==> src/rtl/decode_pkg.sv <==
// ============================================================================
// Module   : decode_pkg
// Brief    : Shared types and constants for the RV32I decode stage: the
//            fetch/decode and decode/execute bundles, ALU operation enum,
//            base opcodes and the bubble constant.
// Revision : 1.0 - initial release
// ============================================================================
`default_nettype none

package decode_pkg;

    localparam int CORE_XLEN  = 32;
    localparam int CORE_NREGS = 32;

    // RV32I base opcodes (instruction bits [6:0])
    localparam logic [6:0] OPC_LUI    = 7'b0110111;
    localparam logic [6:0] OPC_AUIPC  = 7'b0010111;
    localparam logic [6:0] OPC_JAL    = 7'b1101111;
    localparam logic [6:0] OPC_JALR   = 7'b1100111;
    localparam logic [6:0] OPC_BRANCH = 7'b1100011;
    localparam logic [6:0] OPC_LOAD   = 7'b0000011;
    localparam logic [6:0] OPC_STORE  = 7'b0100011;
    localparam logic [6:0] OPC_OPIMM  = 7'b0010011;
    localparam logic [6:0] OPC_OP     = 7'b0110011;

    // ALU_ADD must stay at zero so that an all-zero bubble reads as ADD
    typedef enum logic [3:0] {
        ALU_ADD    = 4'd0,
        ALU_SUB    = 4'd1,
        ALU_SLL    = 4'd2,
        ALU_SLT    = 4'd3,
        ALU_SLTU   = 4'd4,
        ALU_XOR    = 4'd5,
        ALU_SRL    = 4'd6,
        ALU_SRA    = 4'd7,
        ALU_OR     = 4'd8,
        ALU_AND    = 4'd9,
        ALU_PASS_B = 4'd10
    } alu_op_e;

    typedef struct packed {
        logic [31:0] instruction_value;
        logic [31:0] pc_value;
    } fe_to_de_s;

    typedef struct packed {
        logic        valid;
        logic [31:0] pc;
        logic [4:0]  rs1;
        logic [4:0]  rs2;
        logic [4:0]  rd;
        logic [31:0] rs1_val;
        logic [31:0] rs2_val;
        logic [31:0] imm;
        logic [2:0]  funct3;
        logic        funct7_b5;
        alu_op_e     alu_op;
        logic        alu_src_imm;
        logic        reg_write;
        logic        mem_read;
        logic        mem_write;
        logic        branch;
        logic        jump;
        logic        illegal;
    } de_to_ex_s;

    // Fetch drives an all-zero word out of reset; decode turns it into a bubble
    localparam fe_to_de_s FE_NOP    = '0;
    localparam de_to_ex_s DE_BUBBLE = '0;

    // ALU operation for OP / OP-IMM from funct3 and the qualified funct7 bit 5
    function automatic alu_op_e alu_decode(input logic [2:0] funct3, input logic b5);
        alu_op_e op;
        case (funct3)
            3'b000:  op = b5 ? ALU_SUB : ALU_ADD;
            3'b001:  op = ALU_SLL;
            3'b010:  op = ALU_SLT;
            3'b011:  op = ALU_SLTU;
            3'b100:  op = ALU_XOR;
            3'b101:  op = b5 ? ALU_SRA : ALU_SRL;
            3'b110:  op = ALU_OR;
            default: op = ALU_AND;
        endcase
        return op;
    endfunction

endpackage

`default_nettype wire

==> src/rtl/decode_reg_file.sv <==
// ============================================================================
// Module   : decode_reg_file
// Brief    : Architectural register file, two combinational read ports and
//            one synchronous write port. x0 reads zero and ignores writes;
//            a same-cycle write is forwarded to the read ports.
// Revision : 1.0 - initial release
// ============================================================================
`default_nettype none

module decode_reg_file #(
    parameter int XLEN  = 32,
    parameter int NREGS = 32,
    parameter int AW    = $clog2(NREGS)
) (
    input  logic            clk,
    input  logic            reset_n,
    input  logic [AW-1:0]   i_rs1_addr,
    input  logic [AW-1:0]   i_rs2_addr,
    output logic [XLEN-1:0] o_rs1_data,
    output logic [XLEN-1:0] o_rs2_data,
    input  logic            i_wb_en,
    input  logic [AW-1:0]   i_wb_rd,
    input  logic [XLEN-1:0] i_wb_data
);

    logic [XLEN-1:0] r_regs [NREGS];

    // Storage: cleared on reset, written whenever writeback targets a non-zero register
    always_ff @(posedge clk or negedge reset_n) begin
        if (!reset_n) begin
            for (int i = 0; i < NREGS; i++) begin
                r_regs[i] <= '0;
            end
        end else if (i_wb_en && (i_wb_rd != '0)) begin
            r_regs[i_wb_rd] <= i_wb_data;
        end
    end

    // Read port 1: x0 is zero, a matching writeback this cycle wins over storage
    always_comb begin
        o_rs1_data = '0;
        if (i_rs1_addr != '0) begin
            o_rs1_data = (i_wb_en && (i_wb_rd == i_rs1_addr)) ? i_wb_data : r_regs[i_rs1_addr];
        end
    end

    // Read port 2: same rules as port 1
    always_comb begin
        o_rs2_data = '0;
        if (i_rs2_addr != '0) begin
            o_rs2_data = (i_wb_en && (i_wb_rd == i_rs2_addr)) ? i_wb_data : r_regs[i_rs2_addr];
        end
    end

endmodule

`default_nettype wire

==> src/rtl/decode.sv <==
// ============================================================================
// Module   : decode
// Brief    : RV32I decode stage. Decodes one fetched instruction per cycle,
//            reads the register file and registers the result toward
//            execute, with flush > stall > load priority.
// Revision : 1.0 - initial release
// ============================================================================
`default_nettype none

module decode
    import decode_pkg::*;
#(
    parameter int XLEN  = CORE_XLEN,
    parameter int NREGS = CORE_NREGS
) (
    input  logic            clk,
    input  logic            reset_n,
    input  fe_to_de_s       fe_to_de,
    input  logic            stall,
    input  logic            flush,
    input  logic            wb_en,
    input  logic [4:0]      wb_rd,
    input  logic [XLEN-1:0] wb_data,
    output de_to_ex_s       de_to_ex
);

    logic [31:0]     w_instr;
    logic [XLEN-1:0] w_rs1_val;
    logic [XLEN-1:0] w_rs2_val;
    de_to_ex_s       w_dec;
    de_to_ex_s       r_de_to_ex;

    assign w_instr = fe_to_de.instruction_value;

    decode_reg_file #(
        .XLEN  (XLEN),
        .NREGS (NREGS)
    ) u_reg_file (
        .clk        (clk),
        .reset_n    (reset_n),
        .i_rs1_addr (w_instr[19:15]),
        .i_rs2_addr (w_instr[24:20]),
        .o_rs1_data (w_rs1_val),
        .o_rs2_data (w_rs2_val),
        .i_wb_en    (wb_en),
        .i_wb_rd    (wb_rd),
        .i_wb_data  (wb_data)
    );

    // Instruction decode: format-specific immediate and control bits, bubble for the all-zero word
    always_comb begin
        w_dec = DE_BUBBLE;
        if (w_instr != 32'h0) begin
            w_dec.valid     = 1'b1;
            w_dec.pc        = fe_to_de.pc_value;
            w_dec.rs1       = w_instr[19:15];
            w_dec.rs2       = w_instr[24:20];
            w_dec.rd        = w_instr[11:7];
            w_dec.rs1_val   = w_rs1_val;
            w_dec.rs2_val   = w_rs2_val;
            w_dec.funct3    = w_instr[14:12];
            w_dec.funct7_b5 = w_instr[30];
            case (w_instr[6:0])
                OPC_LUI: begin
                    w_dec.imm         = {w_instr[31:12], 12'b0};
                    w_dec.alu_op      = ALU_PASS_B;
                    w_dec.alu_src_imm = 1'b1;
                    w_dec.reg_write   = 1'b1;
                end
                OPC_AUIPC: begin
                    w_dec.imm         = {w_instr[31:12], 12'b0};
                    w_dec.alu_src_imm = 1'b1;
                    w_dec.reg_write   = 1'b1;
                end
                OPC_JAL: begin
                    w_dec.imm         = {{11{w_instr[31]}}, w_instr[31], w_instr[19:12],
                                         w_instr[20], w_instr[30:21], 1'b0};
                    w_dec.alu_src_imm = 1'b1;
                    w_dec.reg_write   = 1'b1;
                    w_dec.jump        = 1'b1;
                end
                OPC_JALR: begin
                    w_dec.imm         = {{20{w_instr[31]}}, w_instr[31:20]};
                    w_dec.alu_src_imm = 1'b1;
                    w_dec.reg_write   = 1'b1;
                    w_dec.jump        = 1'b1;
                end
                OPC_BRANCH: begin
                    w_dec.imm         = {{19{w_instr[31]}}, w_instr[31], w_instr[7],
                                         w_instr[30:25], w_instr[11:8], 1'b0};
                    w_dec.alu_op      = ALU_SUB;
                    w_dec.branch      = 1'b1;
                end
                OPC_LOAD: begin
                    w_dec.imm         = {{20{w_instr[31]}}, w_instr[31:20]};
                    w_dec.alu_src_imm = 1'b1;
                    w_dec.reg_write   = 1'b1;
                    w_dec.mem_read    = 1'b1;
                end
                OPC_STORE: begin
                    w_dec.imm         = {{20{w_instr[31]}}, w_instr[31:25], w_instr[11:7]};
                    w_dec.alu_src_imm = 1'b1;
                    w_dec.mem_write   = 1'b1;
                end
                OPC_OPIMM: begin
                    // Bit 30 is part of the immediate except for SRAI
                    w_dec.imm         = {{20{w_instr[31]}}, w_instr[31:20]};
                    w_dec.alu_op      = alu_decode(w_instr[14:12],
                                                   (w_instr[14:12] == 3'b101) && w_instr[30]);
                    w_dec.alu_src_imm = 1'b1;
                    w_dec.reg_write   = 1'b1;
                end
                OPC_OP: begin
                    w_dec.alu_op      = alu_decode(w_instr[14:12], w_instr[30]);
                    w_dec.reg_write   = 1'b1;
                end
                default: begin
                    w_dec.illegal     = 1'b1;
                end
            endcase
            if (!w_dec.reg_write) begin
                w_dec.rd = '0;
            end
        end
    end

    // Pipeline register toward execute: flush inserts a bubble, stall holds
    always_ff @(posedge clk or negedge reset_n) begin
        if (!reset_n) begin
            r_de_to_ex <= DE_BUBBLE;
        end else if (flush) begin
            r_de_to_ex <= DE_BUBBLE;
        end else if (!stall) begin
            r_de_to_ex <= w_dec;
        end
    end

    assign de_to_ex = r_de_to_ex;

endmodule

`default_nettype wire

==> config.mk <==
export PLATFORM = sky130hd
export DESIGN_NAME = decode
export DESIGN_NICKNAME = d
export VERILOG_FILES = /design/src/rtl/decode_pkg.sv /design/src/rtl/decode_reg_file.sv /design/src/rtl/decode.sv
export SDC_FILE = /design/constraint.sdc
export NUM_CORES = 2
export LEC_CHECK = 0
export CORE_MARGIN = 2
export CORE_UTILIZATION = 50
export DETAILED_ROUTE_END_ITERATION = 8
export PLACE_DENSITY = 0.68
export SETUP_SLACK_MARGIN = 0.4
export SYNTH_ARGS = -nofsm -noshare
export SYNTH_HDL_FRONTEND = slang
export SYNTH_HIERARCHICAL = 1
export SYNTH_SLANG_ARGS = --single-unit
==> constraint.sdc <==
create_clock -name clk -period 2.4 [get_ports clk]
set_input_delay 0.48 -clock clk [delete_from_list [all_inputs] [get_ports clk]]
set_output_delay 0.48 -clock clk [all_outputs]
set_load 0.005 [all_outputs]
==> impl_metrics.csv <==
group,metric,value,unit
status,status,"finished clean",
critical_path,crit_family,"multiplexers",
cts,numCtsBuffers,133,
pwr,leakagePower,0.0341,µW
global_routing,groute.layer.met1.usage,46.9,%
critical_path,cp_common_cell,"mux4_2",
synthesis,synth-edff-count,0,
finish,fin_nets,5000,
die,die_width,354,µm
routing,wl_per_cell,32.3,µm
placement,gp_congestion,0.923,
die,die_area,125000,µm²
global_routing,gr-usage-met2,51.9,%
job,maxCapViolations,0,
placement,dpl_cell_area,70900,µm²
placement,portBuffers,264,
synthesis,synthFlopType,"dfrtp_1",
critical_path,end_kind,"flop",
synthesis,synth.distinct_cells,63,
die,coreArea,122000,µm²
critical_path,crit_chain,"mux4_2 > mux4_2 > nor2b_4 > a221o_1 > a22o_1",
global_routing,grt.busiest_layer,"met2",
synthesis,synth_area,61200,µm²
pwr,cellPowerDensity,777,nW/µm²
synthesis,syn-num-nets,4344,
cts,clkSinkCount,1183,
critical_path,path_class,"flop to flop",
cts,htree_num_levels,4,
global_routing,grt_pass1_vias,45400,
critical_path,arrival,2800,ps
sta,period_share,90.3,%
sta,finalClockSkew,24.5,ps
sta,fmax,462,MHz
sta,max_slew_margin,50.8,%
placement,hpwl,141000,µm
finish,drive_gt1_share,52.1,%
critical_path,slowest_delay,550,ps
cts,cts_tree,"yes",
routing,viasPerCell,6.70,
synthesis,yosys_warnings,6,
die,num_rows,128,
sta,grt_setup_unrepaired,"true",
worst_hold_path,hold_class,"input pin to flop",
critical_path,critPathMaxFanout,2,
sta,min_period,2170,ps
sta,final-max-slew-violation-count,0,
global_routing,grt_max_degree,97,
global_routing,antenna_found_initial,5,
routing,drt-total-wl,214000,µm
critical_path,critPathRequiredTime,3040,ps
sta,setup_violations,0,
cts,path_clk_slew,60,ps
synthesis,synthCells,4238,
routing,drc,0,
die,start_util,50.3,%
finish,areaGrowthSynthToFinish,24.8,%
synthesis,async_flop_share,100,%
finish,fill_cells,9011,
synthesis,ys_seq_area_share,48.4,%
synthesis,synth-seq-cells,1183,
routing,routed-via-count,44400,
sta,finalHoldViolCount,0,
pwr,peakVddDrop,0.702,mV
routing,detail-route-antenna-nets,0,
finish,multi_input_area,30000,µm²
global_routing,grtUsageTotal,34.1,%
cts,clock_latency,770,ps
global_routing,grt_pass1_wl,313000,µm
critical_path,crit_buf_inv,0,
finish,fin_area,76400,µm²
finish,regArea,29600,µm²
synthesis,syn_area_per_cell,14.4,µm²
critical_path,crit_slowest_cell,"mux4_2",
pwr,total_power,59300,µW
cts,clock-root-buffer,"clkbuf_16",
global_routing,grt-ovfl-total,0,
routing,first_pass_iters,5,
routing,drt_iter0_drc,5086,
sta,worstMarginPinSlew,735,ps
finish,finish.utilization,62.8,%
die,fp.dieH,354,µm
die,io_pins,265,
cts,clockBufferDepth,3,
global_routing,grt_util_met3,8.44,%
critical_path,startpoint_type,"flop",
state kept, by name (all words and copies together) (netlist names):
name,count
de_to_ex,159
u_reg_file/r_regs,1024
power breakdown:
part	switching [µW]	internal, µW
combinational	4880	7410
sequential	2600	23400
clock	8520	12500
total	16000	43300
cell families after synthesis:
kind of cell	count (synthesis)	share of synthesized area [%]
and+or+nand+nor	416	3.47
buffers and inverters	471	3.47
AOI/OAI and AO/OA	538	6.45
xor gates and xnor gates	11	0.157
DFF	1183	48.4
muxes	1619	38.1
path summary, 6_finish.rpt:
kind                                                     start                                  end  slack (ps)  cells past startpoint
min in group asynchronous                              reset_n   u_reg_file/r_regs[356]$_DFFE_PN0P_         300                      2
setup / recovery              u_reg_file/r_regs[8]$_DFFE_PN0P_             de_to_ex[55]$_DFFE_PN0P_         230                      5
hold reg to reg            u_reg_file/r_regs[1006]$_DFFE_PN0P_  u_reg_file/r_regs[1006]$_DFFE_PN0P_         390                      0
setup reg to reg              u_reg_file/r_regs[8]$_DFFE_PN0P_             de_to_ex[55]$_DFFE_PN0P_         230                      5
hold / removal                                    fe_to_de[52]             de_to_ex[35]$_DFFE_PN0P_         140                      3
max in group asynchronous                              reset_n   u_reg_file/r_regs[988]$_DFFE_PN0P_        1110                      4
layout make-up:
type                    count  area share (%)
diodes                      3         0.00983
clock buffers             189            5.10
clock inverters            46           0.764
inverters                   6          0.0295
multi-input cells        2584            39.3
flip-flops and latches   1183            38.8
well taps                1625            2.66
repair buffers            986            13.4
cell usage in the layout, fill, tap and decap left out, drive strengths merged, types with 22 or more instances in the layout:
cell type / instances
dfrtp: 1183
mux2: 1066
buf: 731
mux4: 459
clkbuf: 193
dlygate4sd2: 144
a22o: 124
nor2: 118
mux2i: 94
clkdlybuf4s50: 90
nand2: 78
o21ai: 77
o22ai: 64
a211oi: 60
a22oi: 58
nor2b: 58
a21oi: 51
nor3: 48
nor4: 41
clkinv: 28
a221o: 24
a221oi: 22
worst register-to-register path: cells and delay by family, from the launching register on:
kind,cells,cell delay [ps]
multiplexers,2,1020
flip-flops,1,390
AND/OR/NAND/NOR,1,150
AO/OA/AOI/OAI,2,490
routing by layer:
layer	routed length, µm	share of wire [%]	vias up
li1	-	-	17700
met1	84700	40	23500
met2	97400	45	2610
met3	21700	10	586
met4	10400	4.8	2
met5	60	0.028	-
stage by stage:
stage | TNS [ps] | setup WS, ps | hold slack (ps) | cells
after CTS | 0 | 297 | 206 | 6600
after detailed placement | -349460 | -652 | 383 | 6288
after global placement | -323030 | -694 | 377 | 6288
final | 0 | 233 | 135 | 6622
after global routing | 0 | 232 | 115 | 6620
after floorplan | -534 | -35.0 | 184 | 4238
synth_stat cells, types with 47 or more instances:
| cell | n | area [µm²] |
|---|---|---|
| o21ai_0 | 61 | 305 |
| mux4_2 | 459 | 10300 |
| nor2b_1 | 58 | 363 |
| buf_2 | 80 | 400 |
| a21oi_1 | 50 | 250 |
| clkbuf_1 | 274 | 1030 |
| nand2_1 | 78 | 293 |
| mux2_2 | 1066 | 12000 |
| a22oi_1 | 58 | 435 |
| nor3_1 | 47 | 235 |
| o22ai_1 | 64 | 400 |
| dfrtp_1 | 1183 | 29600 |
| a211oi_1 | 60 | 450 |
| mux2i_1 | 94 | 941 |
| nor2_1 | 118 | 443 |
| a22o_1 | 124 | 1090 |
| buf_1 | 64 | 240 |
repair_timing:
| item | in CTS | in global routing |
|---|---|---|
| setup endpoints to repair | 460 | 44 |
| pin swaps | 12 | 10 |
| buffers inserted | 74 | 17 |
| resized for setup | 223 | 44 |
| cloned | 2 | 2 |
| hold buffers | 1 | 0 |
| endpoints found under the hold margin | 49 | 0 |
Power figures use the tool's default switching activity.
